===== config.mk =====
export PLATFORM = sky130hd
export DESIGN_NAME = csa_tree_pipelined_flat
export DESIGN_NICKNAME = d
export VERILOG_FILES = /design/src/rtl/csa_tree_pipelined_if.sv /design/src/rtl/csa_tree_pipelined.sv /design/src/flat_wrapper.sv
export SDC_FILE = /design/constraint.sdc
export NUM_CORES = 1
export LEC_CHECK = 0
export ABC_AREA = 0
export CORE_MARGIN = 5
export CORE_UTILIZATION = 53
export DETAILED_ROUTE_END_ITERATION = 12
export HOLD_SLACK_MARGIN = 0.12
export PLACE_DENSITY = 0.87
export SYNTH_ARGS = -nofsm -noshare
export SYNTH_HDL_FRONTEND = slang
export SYNTH_SLANG_ARGS = --single-unit

===== constraint.sdc =====
create_clock -name clk -period 17.6 [get_ports clk]
set_input_delay 3.52 -clock clk [delete_from_list [all_inputs] [get_ports clk]]
set_output_delay 3.52 -clock clk [all_outputs]
set_load 0.02 [all_outputs]

===== src/rtl/csa_tree_pipelined_if.sv =====
// Handshake and data bundle for the pipelined carry-save reduction tree.
// The slave side is the reduction block; the master side is whoever feeds
// the terms in and drains the redundant/resolved sums out.
interface csa_tree_pipelined_if #(
  parameter int NUM_ELEMENTS = 9,
  parameter int BIT_LEN      = 19,
  parameter int OUT_BIT_LEN  = BIT_LEN + $clog2(NUM_ELEMENTS)
);
  logic                                  in_valid;
  logic                                  in_ready;
  logic [NUM_ELEMENTS-1:0][BIT_LEN-1:0]  terms;
  logic                                  out_valid;
  logic                                  out_ready;
  logic [OUT_BIT_LEN-1:0]                sum_out;
  logic [OUT_BIT_LEN-1:0]                carry_out;
  logic [OUT_BIT_LEN-1:0]                result;

  modport master (
    output in_valid, terms, out_ready,
    input  in_ready, out_valid, sum_out, carry_out, result
  );

  modport slave (
    input  in_valid, terms, out_ready,
    output in_ready, out_valid, sum_out, carry_out, result
  );
endinterface


===== src/rtl/csa_tree_pipelined.sv =====
// Pipelined 3:2 carry-save reduction tree. Each CSA level is one register
// stage; an optional carry-propagate add follows the last level. The whole
// pipeline advances on a single global enable so a downstream stall freezes
// every stage at once.
module csa_tree_pipelined #(
  parameter int NUM_ELEMENTS = 9,
  parameter int BIT_LEN      = 19,
  parameter int FINAL_ADD    = 1,
  parameter int OUT_BIT_LEN  = BIT_LEN + $clog2(NUM_ELEMENTS)
) (
  input  logic                  clk,
  input  logic                  rst,
  csa_tree_pipelined_if.slave   bus
);

  // Operand count after one 3:2 level: each triple becomes a pair, leftovers pass.
  function automatic int next_cnt(input int n);
    return 2 * (n / 3) + (n % 3);
  endfunction

  // Operand count present at tree level k (level 0 = the raw terms).
  function automatic int cnt_at(input int k);
    int n;
    n = NUM_ELEMENTS;
    for (int i = 0; i < k; i++) n = next_cnt(n);
    return n;
  endfunction

  // Number of CSA levels needed to reach two operands.
  function automatic int num_levels(input int n0);
    int n;
    int l;
    n = n0;
    l = 0;
    for (int i = 0; i < 64; i++) begin
      if (n > 2) begin
        n = next_cnt(n);
        l++;
      end
    end
    return l;
  endfunction

  function automatic logic [OUT_BIT_LEN-1:0] csa_sum(
    input logic [OUT_BIT_LEN-1:0] a, b, c);
    return a ^ b ^ c;
  endfunction

  // Majority shifted left; zero-extended operands leave the MSB free to absorb it.
  function automatic logic [OUT_BIT_LEN-1:0] csa_carry(
    input logic [OUT_BIT_LEN-1:0] a, b, c);
    return ((a & b) | (a & c) | (b & c)) << 1;
  endfunction

  localparam int LEVELS  = num_levels(NUM_ELEMENTS);
  // An explicit output register exists for the final add, or to give the
  // degenerate two-term case a latency of one.
  localparam bit OUT_REG = (FINAL_ADD != 0) || (LEVELS == 0);
  localparam int STAGES  = LEVELS + (OUT_REG ? 1 : 0);

  logic [STAGES-1:0] vld_p;
  logic              advance;

  assign advance       = ~vld_p[STAGES-1] | bus.out_ready;
  assign bus.in_ready  = advance;
  assign bus.out_valid = vld_p[STAGES-1];

  // Valid bits shift with the data; bubbles enter whenever in_valid is low.
  always_ff @(posedge clk) begin
    if (rst) begin
      vld_p <= '0;
    end else if (advance) begin
      vld_p[0] <= bus.in_valid;
      for (int i = 1; i < STAGES; i++) vld_p[i] <= vld_p[i-1];
    end
  end

  for (genvar g = 0; g <= LEVELS; g++) begin : lvl
    localparam int N = cnt_at(g);
    logic [OUT_BIT_LEN-1:0] d [N];

    if (g == 0) begin : src
      // Zero-extend every term to the output width before any carry shifts.
      always_comb begin
        for (int i = 0; i < N; i++) d[i] = OUT_BIT_LEN'(bus.terms[i]);
      end
    end else begin : csa
      // ---- stage boundary: CSA level g registered ----
      localparam int NP       = cnt_at(g - 1);
      localparam int T        = NP / 3;
      localparam bit LAST_RST = (g == LEVELS) && !OUT_REG;

      // Compress triples in index order; leftovers are appended unchanged.
      always_ff @(posedge clk) begin
        if (LAST_RST && rst) begin
          for (int i = 0; i < N; i++) d[i] <= '0;
        end else if (advance) begin
          for (int t = 0; t < T; t++) begin
            d[2*t]   <= csa_sum(lvl[g-1].d[3*t], lvl[g-1].d[3*t+1], lvl[g-1].d[3*t+2]);
            d[2*t+1] <= csa_carry(lvl[g-1].d[3*t], lvl[g-1].d[3*t+1], lvl[g-1].d[3*t+2]);
          end
          for (int r = 0; r < NP % 3; r++) d[2*T+r] <= lvl[g-1].d[3*T+r];
        end
      end
    end
  end

  logic [OUT_BIT_LEN-1:0] fin_s;
  logic [OUT_BIT_LEN-1:0] fin_c;

  assign fin_s = lvl[LEVELS].d[0];
  assign fin_c = lvl[LEVELS].d[1];

  if (OUT_REG) begin : out_stage
    // ---- stage boundary: final add / output register ----
    logic [OUT_BIT_LEN-1:0] sum_pl;
    logic [OUT_BIT_LEN-1:0] carry_pl;
    logic [OUT_BIT_LEN-1:0] res_pl;

    // Sum and carry are delayed alongside the resolved result.
    always_ff @(posedge clk) begin
      if (rst) begin
        sum_pl   <= '0;
        carry_pl <= '0;
        res_pl   <= '0;
      end else if (advance) begin
        sum_pl   <= fin_s;
        carry_pl <= fin_c;
        res_pl   <= (FINAL_ADD != 0) ? fin_s + fin_c : '0;
      end
    end

    assign bus.sum_out   = sum_pl;
    assign bus.carry_out = carry_pl;
    assign bus.result    = res_pl;
  end else begin : redundant_out
    assign bus.sum_out   = fin_s;
    assign bus.carry_out = fin_c;
    assign bus.result    = '0;
  end

endmodule


===== src/flat_wrapper.sv =====
// flat-port wrapper written by rule: the top's interface ports become plain ports
module csa_tree_pipelined_flat 
#(
  parameter int NUM_ELEMENTS = 9,
  parameter int BIT_LEN      = 19,
  parameter int FINAL_ADD    = 1,
  parameter int OUT_BIT_LEN  = BIT_LEN + $clog2(NUM_ELEMENTS)
)
  (clk, rst, bus_in_valid, bus_terms, bus_out_ready, bus_in_ready, bus_out_valid, bus_sum_out, bus_carry_out, bus_result);
  csa_tree_pipelined_if #(.NUM_ELEMENTS(NUM_ELEMENTS), .BIT_LEN(BIT_LEN), .OUT_BIT_LEN(OUT_BIT_LEN)) bus_i ();
  input  logic clk;
  input  logic rst;
  input wire logic [$bits(bus_i.in_valid)-1:0] bus_in_valid;
  input wire logic [$bits(bus_i.terms)-1:0] bus_terms;
  input wire logic [$bits(bus_i.out_ready)-1:0] bus_out_ready;
  output wire logic [$bits(bus_i.in_ready)-1:0] bus_in_ready;
  output wire logic [$bits(bus_i.out_valid)-1:0] bus_out_valid;
  output wire logic [$bits(bus_i.sum_out)-1:0] bus_sum_out;
  output wire logic [$bits(bus_i.carry_out)-1:0] bus_carry_out;
  output wire logic [$bits(bus_i.result)-1:0] bus_result;
  assign bus_i.in_valid = bus_in_valid;
  assign bus_i.terms = bus_terms;
  assign bus_i.out_ready = bus_out_ready;
  assign bus_in_ready = bus_i.in_ready;
  assign bus_out_valid = bus_i.out_valid;
  assign bus_sum_out = bus_i.sum_out;
  assign bus_carry_out = bus_i.carry_out;
  assign bus_result = bus_i.result;
  csa_tree_pipelined #(.NUM_ELEMENTS(NUM_ELEMENTS), .BIT_LEN(BIT_LEN), .FINAL_ADD(FINAL_ADD), .OUT_BIT_LEN(OUT_BIT_LEN)) u_core (.clk(clk), .rst(rst), .bus(bus_i));
endmodule

==> flow_metrics.py <==
metrics = {
    "floorplan": {
        "io_pins": 246,
        "die_w_um": 177,
        "start_util_pct": 53.6,
        "die_h_um": 177,
        "design.core.area_um2": 27700,
        "die_area_um2": 31500,
        "num_rows": 61,
    },
    "outcome": {
        "status": "finished, final reports clean",
    },
    "detailed_routing": {
        "firstDrtPassIters": 5,
        "drc_errors": 0,
        "avgRoutedWirePerCell_um": 18.1,
        "final_antenna_net_count": 0,
        "via_per_inst": 5.14,
        "route.vias.total": 7799,
        "wl_mm": 27.5,
        "drtIter0Drc": 586,
    },
    "placed_design": {
        "gp_congestion": 0.797,
        "port-buffer-count": 240,
        "dp_slack_ns": 8.25,
        "placed_area_um2": 17600,
        "hpwl_mm": 19.7,
    },
    "sta": {
        "min_period_ns": 9.38,
        "finalCritPeriodShare_pct": 53.3,
        "fmax_mhz": 107,
        "setup_ws_ns": 8.22,
        "tns_ns": 0,
        "finalSetupViolCount": 0,
        "slew_headroom_pct": 21.5,
        "rsz0062_at_grt": "no",
        "finalHoldViolCount": 0,
        "skew_ns": 0.0157,
        "worst_pin_slew_ns": 1.18,
        "report.final.slew_viol_count": 0,
    },
    "grt": {
        "antenna_found_initial": 0,
        "grt_max_degree": 105,
        "grt-ovfl-total": 0,
        "grt_pass1_vias": 8301,
        "grt_pass1_wl_mm": 43.6,
        "grtUsageTotal_pct": 17.7,
    },
    "worst_hold_path": {
        "min_path_cells": 0,
        "worstHoldEndpoint": "u_core.lvl[2].d[0][19]",
        "min_from": "u_core.lvl[1].d[1][19]",
        "hold_class": "reg -> reg",
    },
    "critical_path": {
        "required_ns": 14.08,
        "worstReg2RegStart": "u_core.vld_p[4]",
        "crit_path_start_kind": "input pin",
        "worstPathMaxFanout": 104,
        "cp.arrival_ns": 5.86,
        "worstSetupPathType": "in -> out",
        "r2r_cells": 7,
        "r2r_setup_slack_ns": 13.77,
        "critPathCaptureType": "output port",
        "r2r-end": "u_core.bus.result[4]",
    },
    "clocking": {
        "ctsResizeCount": 0,
        "post-cts-setup-buffers": 0,
        "hold_buffers": 0,
        "htree_levels": 2,
        "cts_tree": "built",
        "cts_buffers": 36,
        "ctsRootBufferMaster": "clkbuf_16",
        "clk_latency_ns": 0.51,
        "clock_sinks": 359,
        "cts_max_path_buffers": 3,
        "clkSlewWorstSetupHoldPaths_ns": 0.06,
    },
    "power": {
        "switching_power_uw": 859,
        "power.density_nw_per_um2": 153,
        "p_sw_share_pct": 30.0,
        "power.total_uw": 2860,
        "p_seq_share_pct": 47.1,
        "power.leakage_uw": 0.00700,
        "clkPwrFrac_pct": 25.0,
        "irDropWorstVdd_mv": 0.0811,
        "p_comb_share_pct": 27.9,
        "internal_power_uw": 2010,
    },
    "synthesis": {
        "yosysWarnings": 0,
        "ys.flop_type": "edfxtp_1",
        "synth_area_leader_cell": "edfxtp_1",
        "ys_ff_latch": 359,
        "synthMostInstantiatedCell": "edfxtp_1",
        "synth_common_cells": "292 x edfxtp_1, 131 x fa_1, 108 x nand2_1",
        "syn_avg_cell_area_um2": 17.3,
        "seq_area_frac_synth_pct": 68.1,
        "synth_area_leaders": "edfxtp_1 59%, fa_1 18%, dfxtp_1 9.0%",
        "synth_top_area_share_pct": 59.1,
        "syn-cell-area_um2": 14800,
        "synth_edf_count": 292,
        "postSynthCellCount": 860,
        "synthArstFlopShare_pct": 0,
        "ys_types": 54,
    },
    "layout": {
        "n_fill_cell": 1794,
        "drive_above_1_share_pct": 5.79,
        "area_growth_pct": 26.3,
        "n_antenna_cell": 0,
        "stdcell_area_um2": 18700,
        "final_nets": 1445,
    },
    "run": {
        "drv_cap": 0,
    },
}
layer usage:
| metal | global-route usage [%] | up-vias | wire [um] |
|---|---|---|---|
| met5 | 0 | - | 0 |
| met4 | 6.16 | 0 | 897 |
| met3 | 3.26 | 56 | 1510 |
| met2 | 30.5 | 253 | 14500 |
| met1 | 22.9 | 3866 | 10600 |
| li1 | - | 3624 | - |
worst max path at each step:
stage,start,end,slack [ns],cells after the start
finish,bus_out_ready,bus_in_ready,8.22,5
global route,bus_out_ready,bus_in_ready,8.10,5
CTS,bus_out_ready,bus_in_ready,8.24,5
detailed placement,bus_out_ready,bus_in_ready,8.25,5
global placement,bus_out_ready,bus_in_ready,8.27,5
floorplan,bus_out_ready,bus_in_ready,1.97,4
logic make-up (layout without fill, tap and decap cells):
family          count (synthesis)  after routing  share of synthesized area, %
compound gates                123            123                          5.40
buf+inv                        43            319                          1.26
other cells                     1              5                        0.0253
simple gates                  171            171                          5.06
xor+xnor                        8              8                         0.472
flops                         359            359                          68.1
fa+ha+maj                     155            155                          19.7
worst max-delay path: stages:
cell             delay, ns
clkdlybuf4s50_1       0.45
nor2b_4               0.11
buf_4                 0.64
inv_8                 0.41
clkdlybuf4s50_1       0.66
flip-flops by register name, summed over array words and instances (netlist names):
signal / count
u_core.bus.carry_out: 20
u_core.vld_p: 5
u_core.bus.result: 23
u_core.bus.sum_out: 19
u_core.lvl.d: 292
layout make-up:
type / count / area, um2 / share of cell area (%)
clock buffers: 44 / 962 / 5.13
clock inverters: 19 / 146 / 0.781
well taps: 378 / 473 / 2.52
flip-flops and latches: 359 / 10100 / 53.9
multi-input cells: 462 / 4570 / 24.4
repair buffers: 245 / 2430 / 13.0
inverters: 11 / 48.8 / 0.260
power by group through the flow:
stage,combinational (uW),clock [uW],sequential (uW)
finish,800,716,1350
CTS,806,731,1350
floorplan,443,0,1380
detailed placement,797,0,1370
global route,890,773,1380
global placement,754,0,1360
cell usage in the layout (no fill, tap or decap), types with 7 or more instances in the layout:
| cell type | instances |
|---|---|
| edfxtp_1 | 292 |
| clkdlybuf4s50_1 | 239 |
| fa_1 | 131 |
| nand2_1 | 108 |
| dfxtp_1 | 67 |
| a21oi_1 | 60 |
| clkbuf_16 | 37 |
| ha_1 | 24 |
| nor2_1 | 15 |
| nand3_1 | 13 |
| and3_1 | 11 |
| inv_1 | 10 |
| o21ai_0 | 10 |
| nor3_1 | 9 |
| a21o_1 | 8 |
| a31oi_1 | 7 |
| clkinv_1 | 7 |
stage by stage:
step,std cells,util [%],hold slack [ns]
CTS,1518,67.7,0.413
global route,1518,67.7,0.417
finish,1518,67.7,0.416
floorplan,864,-,0.400
global placement,1455,63.7,0.404
detailed placement,1455,63.7,0.405
Power figures use the tool's default switching activity.
